`src/rtl/drive_clk_mon_pkg.sv`:
```
// Shared types and derived constants for the drive-clock monitor.
// Pure declarations; no timing or flow control.
package drive_clk_mon_pkg;

   typedef enum logic [1:0] {
      IDLE,
      ACQUIRE,
      LOCKED,
      LOST
   } state_e;

   function automatic int exp_half(input int in_khz, input int exp_khz);
      return in_khz / (2 * exp_khz);
   endfunction

   function automatic int timeout_cycles(input int mult, input int half);
      return mult * half;
   endfunction

   function automatic int cnt_width(input int timeout);
      return $clog2(timeout + 1);
   endfunction

endpackage

```
`src/rtl/drive_clk_monitor_sync_edge_det.sv`:
```
// Synchronizes mon_clk and emits a one-cycle pulse per transition, 3 cycles after the change.
// DRIVE_CLK_MON_GLITCH_FILTER_EN adds a 3-sample majority filter (+2 cycles, rejects 1-cycle pulses).
module sync_edge_det (
   input  logic clk_i,
   input  logic rst_i,
   input  logic async_i,
   output logic edge_o
);

   logic sync1_q;
   logic sync2_q;
   logic prev_q;
   logic edge_q;
   logic level;

   // The sync chain and the level history are deliberately not reset, so that a
   // steady-high mon_clk does not look like a fresh edge when reset is released.
   always_ff @(posedge clk_i) begin
      sync1_q <= async_i;
      sync2_q <= sync1_q;
   end

`ifdef DRIVE_CLK_MON_GLITCH_FILTER_EN
   logic [1:0] hist_q;
   logic       filt_q;

   always_ff @(posedge clk_i) begin
      hist_q <= {hist_q[0], sync2_q};
      filt_q <= (sync2_q & hist_q[0]) | (sync2_q & hist_q[1]) | (hist_q[0] & hist_q[1]);
   end

   assign level = filt_q;
`else
   assign level = sync2_q;
`endif

   always_ff @(posedge clk_i) begin
      prev_q <= level;
      if (rst_i) begin
         edge_q <= 1'b0;
      end else begin
         edge_q <= level ^ prev_q;
      end
   end

   assign edge_o = edge_q;

endmodule

```
`src/rtl/drive_clk_monitor.sv`:
```
// Measures mon_clk half-periods against in_clk; flags lock, frequency error and loss. Strobe 4 cycles after a transition.
// DRIVE_CLK_MON_GLITCH_FILTER_EN (in sync_edge_det) adds 2 cycles of latency.
module drive_clk_monitor
   import drive_clk_mon_pkg::*;
#(
   parameter int  IN_FREQ_KHZ  = 16000,
   parameter int  EXP_FREQ_KHZ = 300,
   parameter int  TOL_CYCLES   = 2,
   parameter int  LOCK_COUNT   = 4,
   parameter int  TIMEOUT_MULT = 4,
   localparam int EXP_HALF     = exp_half(IN_FREQ_KHZ, EXP_FREQ_KHZ),
   localparam int TIMEOUT      = timeout_cycles(TIMEOUT_MULT, EXP_HALF),
   localparam int W            = cnt_width(TIMEOUT)
) (
   input  logic         in_clk,
   input  logic         reset,
   input  logic         mon_clk,
   input  logic         err_clr,
   output logic [W-1:0] half_period,
   output logic         period_valid,
   output logic         locked,
   output logic         freq_err,
   output logic         clk_lost
);

   localparam int GW = $clog2(LOCK_COUNT + 1);

   state_e        state_q, state_d;
   logic [W-1:0]  cnt_q, cnt_d;
   logic [W-1:0]  half_q, half_d;
   logic [GW-1:0] good_q, good_d;
   logic          pv_q, pv_d;
   logic          ferr_q, ferr_d;

   logic          edge_det;
   logic          at_timeout;
   logic [W-1:0]  sample;
   int            sample_i;
   logic          in_tol;
   logic          measure;
   logic          bad_sample;

   sync_edge_det u_sync_edge_det (
      .clk_i   (in_clk),
      .rst_i   (reset),
      .async_i (mon_clk),
      .edge_o  (edge_det)
   );

   assign at_timeout = (cnt_q == W'(TIMEOUT));
   assign sample     = cnt_q + W'(1);
   assign sample_i   = int'(sample);
   assign in_tol     = (sample_i >= EXP_HALF - TOL_CYCLES) && (sample_i <= EXP_HALF + TOL_CYCLES);

   always_comb begin
      state_d    = state_q;
      cnt_d      = cnt_q;
      good_d     = good_q;
      half_d     = half_q;
      pv_d       = 1'b0;
      measure    = 1'b0;
      bad_sample = 1'b0;

      if (edge_det) begin
         cnt_d = '0;
      end else if (!at_timeout) begin
         cnt_d = cnt_q + W'(1);
      end

      if (edge_det) begin
         unique case (state_q)
            ACQUIRE, LOCKED: begin
               // An edge arriving on a saturated count closes an invalid gap.
               if (at_timeout) begin
                  state_d = ACQUIRE;
                  good_d  = '0;
               end else begin
                  measure = 1'b1;
               end
            end
            default: begin
               state_d = ACQUIRE;
               good_d  = '0;
            end
         endcase
      end else if (at_timeout) begin
         state_d = LOST;
         good_d  = '0;
      end

      if (measure) begin
         pv_d   = 1'b1;
         half_d = sample;
         if (!in_tol) begin
            bad_sample = 1'b1;
            state_d    = ACQUIRE;
            good_d     = '0;
         end else if (state_q == ACQUIRE) begin
            if (good_q == GW'(LOCK_COUNT - 1)) begin
               state_d = LOCKED;
               good_d  = '0;
            end else begin
               good_d = good_q + GW'(1);
            end
         end
      end

      // A new error outranks a simultaneous clear.
      ferr_d = (ferr_q & ~err_clr) | bad_sample;
   end

   always_ff @(posedge in_clk) begin
      if (reset) begin
         state_q <= IDLE;
         cnt_q   <= '0;
         good_q  <= '0;
         half_q  <= '0;
         pv_q    <= 1'b0;
         ferr_q  <= 1'b0;
      end else begin
         state_q <= state_d;
         cnt_q   <= cnt_d;
         good_q  <= good_d;
         half_q  <= half_d;
         pv_q    <= pv_d;
         ferr_q  <= ferr_d;
      end
   end

   assign half_period  = half_q;
   assign period_valid = pv_q;
   assign locked       = (state_q == LOCKED);
   assign freq_err     = ferr_q;
   assign clk_lost     = (state_q == LOST);

endmodule

```
`config.mk`:
```
export PLATFORM = sky130hd
export DESIGN_NAME = drive_clk_monitor
export DESIGN_NICKNAME = d
export VERILOG_FILES = /design/src/rtl/drive_clk_mon_pkg.sv /design/src/rtl/drive_clk_monitor_sync_edge_det.sv /design/src/rtl/drive_clk_monitor.sv
export SDC_FILE = /design/constraint.sdc
export NUM_CORES = 1
export LEC_CHECK = 0
export CORE_UTILIZATION = 55
export CTS_CLUSTER_SIZE = 8
export DETAILED_ROUTE_END_ITERATION = 6
export PLACE_DENSITY = 0.9
export RECOVER_POWER = 50
export SYNTH_ARGS = -nofsm -noshare
export SYNTH_HDL_FRONTEND = slang
export SYNTH_SLANG_ARGS = --single-unit
```
`constraint.sdc`:
```
create_clock -name in_clk -period 4.6 [get_ports in_clk]
set_input_delay 0.69 -clock in_clk [delete_from_list [all_inputs] [get_ports in_clk]]
set_output_delay 0.69 -clock in_clk [all_outputs]
set_load 0.05 [all_outputs]
```
==> impl_metrics.prom <==
# TYPE chip_impl_metric gauge
chip_impl_metric{name="track_usage",unit="%"} 21.9
chip_impl_metric{name="fin_setup_tns",unit="ns"} 0
chip_impl_metric{name="numCtsBuffers",unit=""} 3
chip_impl_metric{name="syn2layout_area_growth",unit="%"} 14.2
chip_impl_metric{name="initial_utilization",unit="%"} 59.0
chip_impl_metric{name="synth.mux.area_fraction",unit="%"} 1.73
chip_impl_info{name="result_of_the_run",value="finished, final reports clean"} 1
chip_impl_metric{name="fill_cells",unit=""} 181
chip_impl_metric{name="critical-path-max-stage-delay",unit="ns"} 0.79
chip_impl_metric{name="worst_slack",unit="ns"} 2.23
chip_impl_metric{name="clkSinkCount",unit=""} 25
chip_impl_info{name="layout_commonest_cell",value="dfxtp_1"} 1
chip_impl_metric{name="worst_r2r_path_depth",unit=""} 6
chip_impl_info{name="layout.cells.most_common_list",value="25 x dfxtp_1, 15 x nor2_1, 12 x clkdlybuf4s50_1"} 1
chip_impl_info{name="critical_path.cell_chain",value="inv_1 > ha_1 > clkdlybuf4s50_1"} 1
chip_impl_metric{name="synth.avg_cell_area",unit="sq um"} 9.56
chip_impl_metric{name="post_synth_xor_area_fraction",unit="%"} 5.30
chip_impl_metric{name="finish.cell_count_without_fillers",unit=""} 162
chip_impl_metric{name="path_clk_slew",unit="ns"} 0.12
chip_impl_info{name="endpoint_kind",value="output port"} 1
chip_impl_metric{name="slew_violations",unit=""} 0
chip_impl_metric{name="detail_route.first_pass.iterations",unit=""} 4
chip_impl_metric{name="totalWireLength",unit="um"} 2260
chip_impl_info{name="worstReg2RegEnd",value="half_period[2]"} 1
chip_impl_metric{name="grt_overflow",unit=""} 0
chip_impl_metric{name="post_route_ant_nets",unit=""} 0
chip_impl_metric{name="count_of_flip_flops_with_a_built_in_enable_after_synthesis",unit=""} 0
chip_impl_metric{name="number_of_nets_in_the_layout",unit=""} 146
chip_impl_info{name="setup_repair_after_global_routing_missed_its_margin",value="no"} 1
chip_impl_metric{name="die_x_extent",unit="um"} 47.9
chip_impl_metric{name="max-cap-violations",unit=""} 0
chip_impl_metric{name="postSynthRegisterBits",unit=""} 25
chip_impl_metric{name="antenna-diode-count",unit=""} 0
chip_impl_metric{name="yosys.area_share.adder",unit="%"} 6.49
chip_impl_info{name="worstSetupPathType",value="flip-flop to output port"} 1
chip_impl_info{name="holdPathEnd",value="u_sync_edge_det.level"} 1
chip_impl_metric{name="finalCritPeriodShare",unit="%"} 51.6
chip_impl_metric{name="weighted_congestion_at_the_end_of_routability_driven_global_placement",unit=""} 0.818
chip_impl_metric{name="cell_area_after_layout",unit="sq um"} 1320
chip_impl_metric{name="placement.io_buffers",unit=""} 14
chip_impl_metric{name="via_count_of_the_first_global_routing_pass",unit=""} 837
chip_impl_metric{name="die_area",unit="sq um"} 2290
chip_impl_metric{name="synth.yosys.warnings",unit=""} 0
chip_impl_metric{name="vias_per_cell",unit=""} 5.61
chip_impl_metric{name="fp.dieH",unit="um"} 47.9
chip_impl_metric{name="worst_ir_drop_vdd",unit="mV"} 0.210
chip_impl_metric{name="worst-slew-pin-transition",unit="ns"} 0.629
chip_impl_metric{name="ctsHtreeMaxLevel",unit=""} 1
chip_impl_metric{name="total_cell_area_at_the_placement_stage",unit="sq um"} 1310
chip_impl_metric{name="power.static_leakage",unit="nW"} 0.470
chip_impl_metric{name="cts_hold_repair.buffers",unit=""} 0
chip_impl_metric{name="core_area",unit="sq um"} 1960
chip_impl_metric{name="cts_max_path_buffers",unit=""} 2
chip_impl_metric{name="syn_nets",unit=""} 131
chip_impl_metric{name="fmax",unit="MHz"} 421
chip_impl_metric{name="synthArstFlopShare",unit="%"} 0
chip_impl_metric{name="synth_simple_gate_area_share",unit="%"} 21.2
chip_impl_metric{name="grt_first_pass_wirelength",unit="um"} 3460
chip_impl_info{name="cts.root.buffer_cell",value="clkbuf_4"} 1
chip_impl_metric{name="r2r_slack",unit="ns"} 2.61
chip_impl_metric{name="preCtsSetupSlack",unit="ns"} 2.47
chip_impl_metric{name="fin_worst_skew",unit="ns"} 0.00595
chip_impl_metric{name="synth.distinct_cells",unit=""} 41
chip_impl_metric{name="slew_headroom",unit="%"} 58.0
chip_impl_metric{name="fin_crit",unit="ns"} 2.37
chip_impl_metric{name="timing.critical_path.fanout_max",unit=""} 4
chip_impl_metric{name="syn_inst",unit=""} 121
chip_impl_metric{name="cts_post_setup_buffers_inserted",unit=""} 0
chip_impl_metric{name="crit_arrival",unit="ns"} 1.68
chip_impl_info{name="synth_top_family_by_area",value="simple AND/OR/NAND/NOR gates"} 1
chip_impl_metric{name="hold_path_depth",unit=""} 0
chip_impl_metric{name="drc_errors",unit=""} 0
chip_impl_metric{name="wl_per_cell",unit="um"} 13.9
chip_impl_info{name="yosys_most_used_dff",value="dfxtp_1"} 1
chip_impl_info{name="cts_tree",value="yes"} 1
chip_impl_metric{name="number_of_antenna_violations_at_the_first_check_in_global_routing",unit=""} 0
chip_impl_metric{name="detailedPlacementHpwl",unit="um"} 1620
chip_impl_info{name="min-delay-start",value="u_sync_edge_det.sync1_q"} 1
chip_impl_metric{name="synth_compound_gate_area_share",unit="%"} 18.1
chip_impl_metric{name="cts_repair_resize_count",unit=""} 0
chip_impl_metric{name="combined_area_of_all_synthesized_cells",unit="sq um"} 1160
chip_impl_metric{name="insertion_delay",unit="ns"} 0.31
chip_impl_info{name="hold_path.class",value="flip-flop to flip-flop"} 1
chip_impl_info{name="worst_r2r_startpoint",value="state_q[0]"} 1
chip_impl_metric{name="grt_max_degree",unit=""} 15
chip_impl_metric{name="yosysSeqAreaShare",unit="%"} 43.2
chip_impl_metric{name="io_pins",unit=""} 15
chip_impl_metric{name="drt_iter0_drc",unit=""} 25
chip_impl_metric{name="final_hold_viol_count",unit=""} 0
chip_impl_metric{name="post_route_cells_drive_above_1_share",unit="%"} 8.15
chip_impl_metric{name="vias",unit=""} 909
chip_impl_metric{name="cp.required",unit="ns"} 3.91
chip_impl_metric{name="finalSetupViolCount",unit=""} 0
chip_impl_metric{name="dp_cells",unit=""} 158
chip_impl_metric{name="pwr_density_cell",unit="nW/um^2"} 298
chip_impl_metric{name="placementRows",unit=""} 16
chip_impl_metric{name="finalHoldWorstSlack",unit="ns"} 0.341
chip_impl_info{name="critical_path.startpoint_type",value="flip-flop"} 1
chip_impl_info{name="crit_path_top_delay_cell",value="clkdlybuf4s50_1"} 1
[metal layers]
metal / track usage (%) / wire length [um]
met5: 0 / 0
met2: 40.3 / 1170
met4: 8.89 / 16
met1: 25.1 / 973
met3: 3.40 / 101
[logic make-up after synthesis]
group                    Yosys count
AO/OA/AOI/OAI                     25
adder cells (fa/ha/maj)            6
XOR/XNOR                           7
multiplexers                       2
AND/OR/NAND/NOR                   46
buffers and inverters             10
flip-flops                        25
[worst max path at each step]
stage          startpoint  depth (start not counted)    endpoint  slack [ns]
2_1_floorplan  state_q[0]                          6  state_q[1]        3.01
3_3_place_gp        reset                          4   good_q[2]        2.53
3_5_place_dp        reset                          4   good_q[2]        2.47
4_1_cts        state_q[0]                          2    clk_lost        2.20
5_1_grt        state_q[0]                          2    clk_lost        2.12
6_report       state_q[0]                          3      locked        2.23
[cell type report]
cell class                 instances  area [sq um]  area share [%]
tap                               27          33.8            2.56
sequential                        25           500            37.9
inverter                           6          22.5            1.70
multi-input combinational         86           598            45.3
clock buffer                       4          26.3            1.99
timing repair buffer              14           140            10.6
[cell usage after synthesis, types with 2 or more instances]
master    number  share of area, %
mux2i_1        2               1.7
xor2_1         2               1.5
and2_1         2               1.1
o22ai_1        2               1.1
a211oi_2       3               3.2
nand3_1        5               2.2
a21o_1         2               1.3
xnor2_1        5               3.8
a21oi_1        2              0.86
a211oi_1       2               1.3
ha_1           6               6.5
inv_1          6               1.9
a31oi_1        3               1.6
nand2b_1       3               1.6
dfxtp_1       25                43
nor2_1        15               4.9
a22oi_1        2               1.3
nand2_1        6               1.9
nor2b_1        3               1.6
nor3_1         4               1.7
[sequential cells by signal, summed over array words and instances (netlist names)]
| name | flops |
|---|---|
| period_valid | 1 |
| u_sync_edge_det.edge_o | 1 |
| good_q | 3 |
| u_sync_edge_det.level | 1 |
| u_sync_edge_det.prev_q | 1 |
| half_period | 7 |
| freq_err | 1 |
| cnt_q | 7 |
| state_q | 2 |
| u_sync_edge_det.sync1_q | 1 |
[worst max-delay path: cells and delay by family, from the launching register on]
family	cells	cell delay (ns)
buffers and inverters	2	0.86
adders and majority gates	1	0.15
DFF	1	0.36
[through the flow]
| step | power (mW) | utilization, % |
|---|---|---|
| final | 0.393 | 67.3 |
| after global placement | 0.300 | 66.6 |
| after detailed placement | 0.303 | 66.6 |
| after floorplan | 0.285 | - |
| after global routing | 0.412 | 67.3 |
| after CTS | 0.397 | 68.0 |
[report_power, final]
part	total [mW]	switching, mW	internal (mW)
clock	0.0962	0.0623	0.0339
combinational	0.0636	0.0393	0.0243
sequential	0.234	0.00780	0.226
No activity file was read; power rests on OpenSTA's default activity.
==> RTL change 1 (same flow settings) <==
Re-encode `state_e` (4 states) as one-hot, 4 bits wide.
--- a/src/rtl/drive_clk_mon_pkg.sv
+++ b/src/rtl/drive_clk_mon_pkg.sv
@@ -2,11 +2,11 @@
 // Pure declarations; no timing or flow control.
 package drive_clk_mon_pkg;
 
-   typedef enum logic [1:0] {
-      IDLE,
-      ACQUIRE,
-      LOCKED,
-      LOST
+   typedef enum logic [3:0] {
+      IDLE    = 4'b0001,
+      ACQUIRE = 4'b0010,
+      LOCKED  = 4'b0100,
+      LOST    = 4'b1000
    } state_e;
 
    function automatic int exp_half(input int in_khz, input int exp_khz);
Function: same outputs for any inputs over 10 cycles, from zero or initial values and one cycle with reset high; not proved beyond that.
==> RTL change 1 against the original RTL <==
Synthesized area rose by 2.2%; cell area rose by 1.9%; worst setup slack got worse by 0.23 ns; sequential cell count rose by 2; routed wire length rose by 4.3%; total power fell by 3.2%; count of clock-buffer cells in the layout did not move; final cell count rose by 2.5%; sequential power rose by 6%; register-to-register slack got worse by 0.22 ns; via count rose by 7.5%; highest routed layer unchanged.
==> RTL change 1: results (changes against the original RTL) <==
=======================================================================================
Result of the run                                                          finished clean   unchanged
Layout cells sized above 1                                                        4.32%   was 8.15%
Sequential share of the synthesized area                                          45.7%   was 43.2%
Placed cell area                                                               1320 um2   was 1310 um2
CTS Buf Count                                                                         3   unchanged
Overall Global Routing Usage                                                      22.2%   was 21.9%
Cells resized by post-CTS repair                                                      0   unchanged
Cells after synthesis                                                               128   was 121
Async set or reset register ratio after synthesis                                    0%   unchanged
Clock-pin slew on the worst setup and hold paths                                0.14 ns   was 0.12 ns
Layout Cells excl Fill                                                              166   was 162
Number of nets in the finished design                                               147   was 146
DP Cell Count                                                                       162   was 158
Transition time at the pin with the least slew margin                          0.890 ns   was 0.629 ns
Type of the most critical hold path                                          reg -> reg   unchanged
Leakage                                                                        0.448 nW   was 0.470 nW
Switching power as a share of total power                                         24.5%   was 27.8%
Number of iterations in the first detailed-routing pass                               4   unchanged
GP Congestion                                                                     0.857   was 0.818
Global-route wire length before repair                                          4.08 mm   was 3.46 mm
Warnings from Yosys                                                                   0   unchanged
Data arrival time of the critical path                                          1.92 ns   was 1.68 ns
Post-synthesis cell type count                                                       35   was 41
Setup Fix Bufs, Post-CTS                                                              0   unchanged
Number of antenna violations at the first check in global routing                     0   unchanged
Commonest register cell after synthesis                                         dfxtp_1   unchanged
Vias per std cell                                                                  5.89   was 5.61
Ranking of synthesized cells by area                                       dfxtp_1, a21oi_1, a311oi_1   was dfxtp_1, ha_1, nor2_1
Number of global-route vias before repair                                           917   was 837
Startpoint of the lowest-slack hold path                                   u_sync_edge_det.sync1_q   unchanged
Worst-skew pair later-pin latency                                               0.32 ns
Worst setup skew after layout                                                0.00258 ns   was 0.00595 ns
Detailed-route wire length                                                      2.36 mm   was 2.26 mm
Number of port buffers                                                               14   unchanged
Reg-to-Reg Start                                                               cnt_q[0]   was state_q[0]
Count of antenna diodes in the layout                                                 0   unchanged
Largest incremental delay on the critical path                                  0.86 ns   was 0.79 ns
Worst setup path startpoint                                                  state_q[1]   was state_q[0]
Htree depth                                                                           1   unchanged
Top cells by instance count after synthesis                                dfxtp_1, nor2_1, a21oi_1, a311oi_1, nand2_1   was dfxtp_1, nor2_1, ha_1, inv_1, nand2_1
Clock Tree Buf Depth                                                                  2   unchanged
Master of the slowest instance on the critical path                        clkdlybuf4s50_1   unchanged
Post-synth net total                                                                135   was 131
Half-perimeter wire length of the detailed placement result                     1.66 mm   was 1.62 mm
CP Max Fanout                                                                         7   was 4
Largest vdd supply drop                                                      0.000213 V   was 0.000210 V
Pre-CTS setup slack                                                             2.38 ns   was 2.47 ns
CTS Root Cell                                                                  clkbuf_4   unchanged
Largest net degree at the start of global routing                                    18   was 15
Number of violations reported at the end of detailed-routing iteration 0             12   was 25
=======================================================================================
==> RTL change 1: final cells by class <==
cell class / instances / area, um2
Clock buffer: 4 / 26.3
Fill cell: 147 / 636
Inverter: 5 / 18.8
Multi-Input combinational cell: 89 / 587
Sequential cell: 27 / 541
Tap cell: 27 / 33.8
Timing Repair Buffer: 14 / 140
==> RTL change 1: layer usage <==
| layer | vias to the layer above | share of wire [%] | GRT usage, % |
|---|---|---|---|
| met5 | - | 0 | 0 |
| met4 | 0 | 1.1 | 6.86 |
| met3 | 5 | 3.1 | 4.09 |
| met2 | 22 | 50 | 38.7 |
| met1 | 462 | 46 | 27.8 |
| li1 | 488 | - | - |
==> RTL change 1: path summary, 6_finish.rpt <==
path              slack, ns  cells after the start                     to
hold / removal         0.37                      0  u_sync_edge_det.level
setup / recovery       1.99                      2               clk_lost
hold reg to reg        0.37                      0  u_sync_edge_det.level
setup reg to reg       2.39                      6              good_q[2]
==> RTL change 1: critical path, delay by kind of cell (launching register included) <==
kind / cells / cell delay, ns
buffers and inverters: 1 / 0.86
and+or+nand+nor: 1 / 0.33
DFF: 1 / 0.40
==> RTL change 1: cell families after synthesis <==
logic type      count (synthesis)  share of synthesized area [%]
buf+inv                        12                           4.66
fa+ha+maj                       3                           3.17
xor+xnor                        8                           5.93
simple gates                   43                           18.9
compound gates                 35                           21.6
flops                          27                           45.7
==> RTL change 1: power groups by stage <==
stage / Sequential (mW) / Combinational (mW) / Clock (mW)
3_3_place_gp: 0.252 / 0.0318 / 0
4_1_cts: 0.248 / 0.0327 / 0.102
2_1_floorplan: 0.254 / 0.0215 / 0
6_report: 0.248 / 0.0323 / 0.101
5_1_grt: 0.249 / 0.0360 / 0.113
3_5_place_dp: 0.253 / 0.0324 / 0
==> RTL change 2 (config.mk and constraints unchanged) <==
Made on the original files. Change the parameter `EXP_FREQ_KHZ` from 300 to 600.
--- a/src/rtl/drive_clk_monitor.sv
+++ b/src/rtl/drive_clk_monitor.sv
@@ -4,7 +4,7 @@
    import drive_clk_mon_pkg::*;
 #(
    parameter int  IN_FREQ_KHZ  = 16000,
-   parameter int  EXP_FREQ_KHZ = 300,
+   parameter int  EXP_FREQ_KHZ = 600,
    parameter int  TOL_CYCLES   = 2,
    parameter int  LOCK_COUNT   = 4,
    parameter int  TIMEOUT_MULT = 4,
Ports: changed (resized half_period); port bits go from 15 to 14. No check against the original RTL was run, so the function may have changed too.
==> RTL change 2 against the original RTL <==
Die area shrank 9.7%; cell area shrank 9.8%; synthesized area shrank 10%; worst setup slack gained 0.036 ns; routed wire length shrank 22%; sequential cell count shrank 2; total power shrank 12%; clock skew shrank 0.0032 ns; largest power group unchanged.
==> RTL change 2: results (changes against the original RTL) <==
=======================================================================================
Worst setup skew after layout                                                0.00270 ns   was 0.00595 ns
R2R Setup Slk                                                                   2.43 ns   was 2.61 ns
Number of iterations in the first detailed-routing pass                               4   unchanged
Crit-path leading delay family                                             buffers and inverters   unchanged
Sequential share of the synthesized area                                          44.3%   was 43.2%
Number of nets in the finished design                                               134   was 146
Leakage                                                                        0.436 nW   was 0.470 nW
Half-perimeter wire length of the detailed placement result                     1.37 mm   was 1.62 mm
Post-synthesis cell type count                                                       38   was 41
Ranking of synthesized cells by area                                       dfxtp_1, ha_1, a2111oi_2   was dfxtp_1, ha_1, nor2_1
GP Congestion                                                                     0.771   was 0.818
Largest vdd supply drop                                                      0.000186 V   was 0.000210 V
Worst-skew pair later-pin latency                                               0.30 ns
Post-synth net total                                                                120   was 131
Detailed-route wire length                                                      1.77 mm   was 2.26 mm
Largest incremental delay on the critical path                                  0.79 ns   about the same
Startpoint of the lowest-slack hold path                                   u_sync_edge_det.sync1_q   unchanged
Top cells by instance count after synthesis                                dfxtp_1, nor2_1, inv_1, ha_1   was dfxtp_1, nor2_1, ha_1, inv_1, nand2_1
Type of the most critical hold path                                          reg -> reg   unchanged
Normalized max-slew margin                                                        48.3%   was 58.0%
Number of antenna violations at the first check in global routing                     0   unchanged
Clock Tree Buf Depth                                                                  2   unchanged
Layout cells sized above 1                                                        4.10%   was 8.15%
Async set or reset register ratio after synthesis                                    0%   unchanged
Overall Global Routing Usage                                                      20.0%   was 21.9%
Largest net degree at the start of global routing                                    17   was 15
CTS Root Cell                                                                  clkbuf_4   unchanged
Cells resized by post-CTS repair                                                      0   unchanged
Kind of critical path                                                        reg -> out   unchanged
Vias per std cell                                                                  5.38   was 5.61
Result of the run                                                          finished clean   unchanged
Htree depth                                                                           1   unchanged
Count of antenna diodes in the layout                                                 0   unchanged
Number of global-route vias before repair                                           655   was 837
Reg-to-Reg Start                                                             state_q[0]   unchanged
Warnings from Yosys                                                                   0   unchanged
Data arrival time of the critical path                                          1.65 ns   was 1.68 ns
Number of violations reported at the end of detailed-routing iteration 0             12   was 25
Global-route wire length before repair                                          2.88 mm   was 3.46 mm
Number of port buffers                                                               13   was 14
Master of the slowest instance on the critical path                        clkdlybuf4s50_1   unchanged
Setup Fix Bufs, Post-CTS                                                              0   unchanged
Clock-pin slew on the worst setup and hold paths                                0.11 ns
CTS Buf Count                                                                         3   unchanged
CP Max Fanout                                                                         4   unchanged
=======================================================================================
==> RTL change 2: changes by cell type after synthesis, moves of 2 or more <==
cell,change
a21oi_1,+4
a211oi_1,+3
dfxtp_1,-2
a2111oi_2,+3
nor3_1,-3
o211ai_1,+2
nand2b_1,-2
a31oi_1,-2
nor2_1,-4
inv_1,+2
a211oi_2,-3
nand3_1,-3
clkbuf_1,+2
==> RTL change 2: worst paths after layout <==
kind         cells past startpoint               endpoint
min reg2reg                      0  u_sync_edge_det.level
max reg2reg                      6         half_period[1]
min                              0  u_sync_edge_det.level
max                              3                 locked
==> RTL change 2: worst reg2reg max path: stages (launching register included) <==
cell	delay (ns)
dfxtp_1	0.40
inv_1	0.06
ha_1	0.35
nor2b_1	0.25
a21boi_1	0.68
mux2i_1	0.26
nor2_1	0.05
==> RTL change 2: power by group <==
part | switching (mW) | leakage (nW) | internal, mW
combinational | 0.0261 | 0.233 | 0.0168
clock | 0.0557 | 0.0150 | 0.0338
sequential | 0.00720 | 0.188 | 0.207
total | 0.0890 | 0.436 | 0.257
==> RTL change 2: cell type report <==
type                            instances  area (um2)
Clock buffer                            4        26.3
Fill cell                             157         553
Inverter                                8        30.0
Multi-Input combinational cell         74         514
Sequential cell                        23         460
Tap cell                               25        31.3
Timing Repair Buffer                   13         130
==> RTL change 2: routing by layer <==
layer | vias to the layer above | wire [um] | track usage [%]
met4 | 0 | 36 | 12.7
li1 | 411 | - | -
met5 | - | 0 | 0
met3 | 4 | 32 | 3.57
met2 | 9 | 867 | 30.9
met1 | 367 | 837 | 25.5
==> RTL change 2: per-stage QoR <==
step                util (%)  std cells  worst slack (ns)  hold WS [ns]  instance area (um2)
floorplan                  -        109              2.74         0.310                 1040
global placement        67.9        143              2.39         0.312                 1180
detailed placement      67.9        143              2.31         0.316                 1180
CTS                     69.4        147              2.25         0.344                 1210
global route            68.3        147              2.18         0.346                 1190
finish                  68.3        147              2.26         0.342                 1190
==> RTL change 2: kinds of logic after synthesis <==
group / Yosys count / share of synthesized area [%]
and+or+nand+nor: 33 / 16.6
adders and majority gates: 7 / 8.42
muxes: 1 / 0.963
AOI/OAI and AO/OA: 27 / 20.2
DFF: 23 / 44.3
xor gates and xnor gates: 6 / 5.05
buffers and inverters: 12 / 4.45
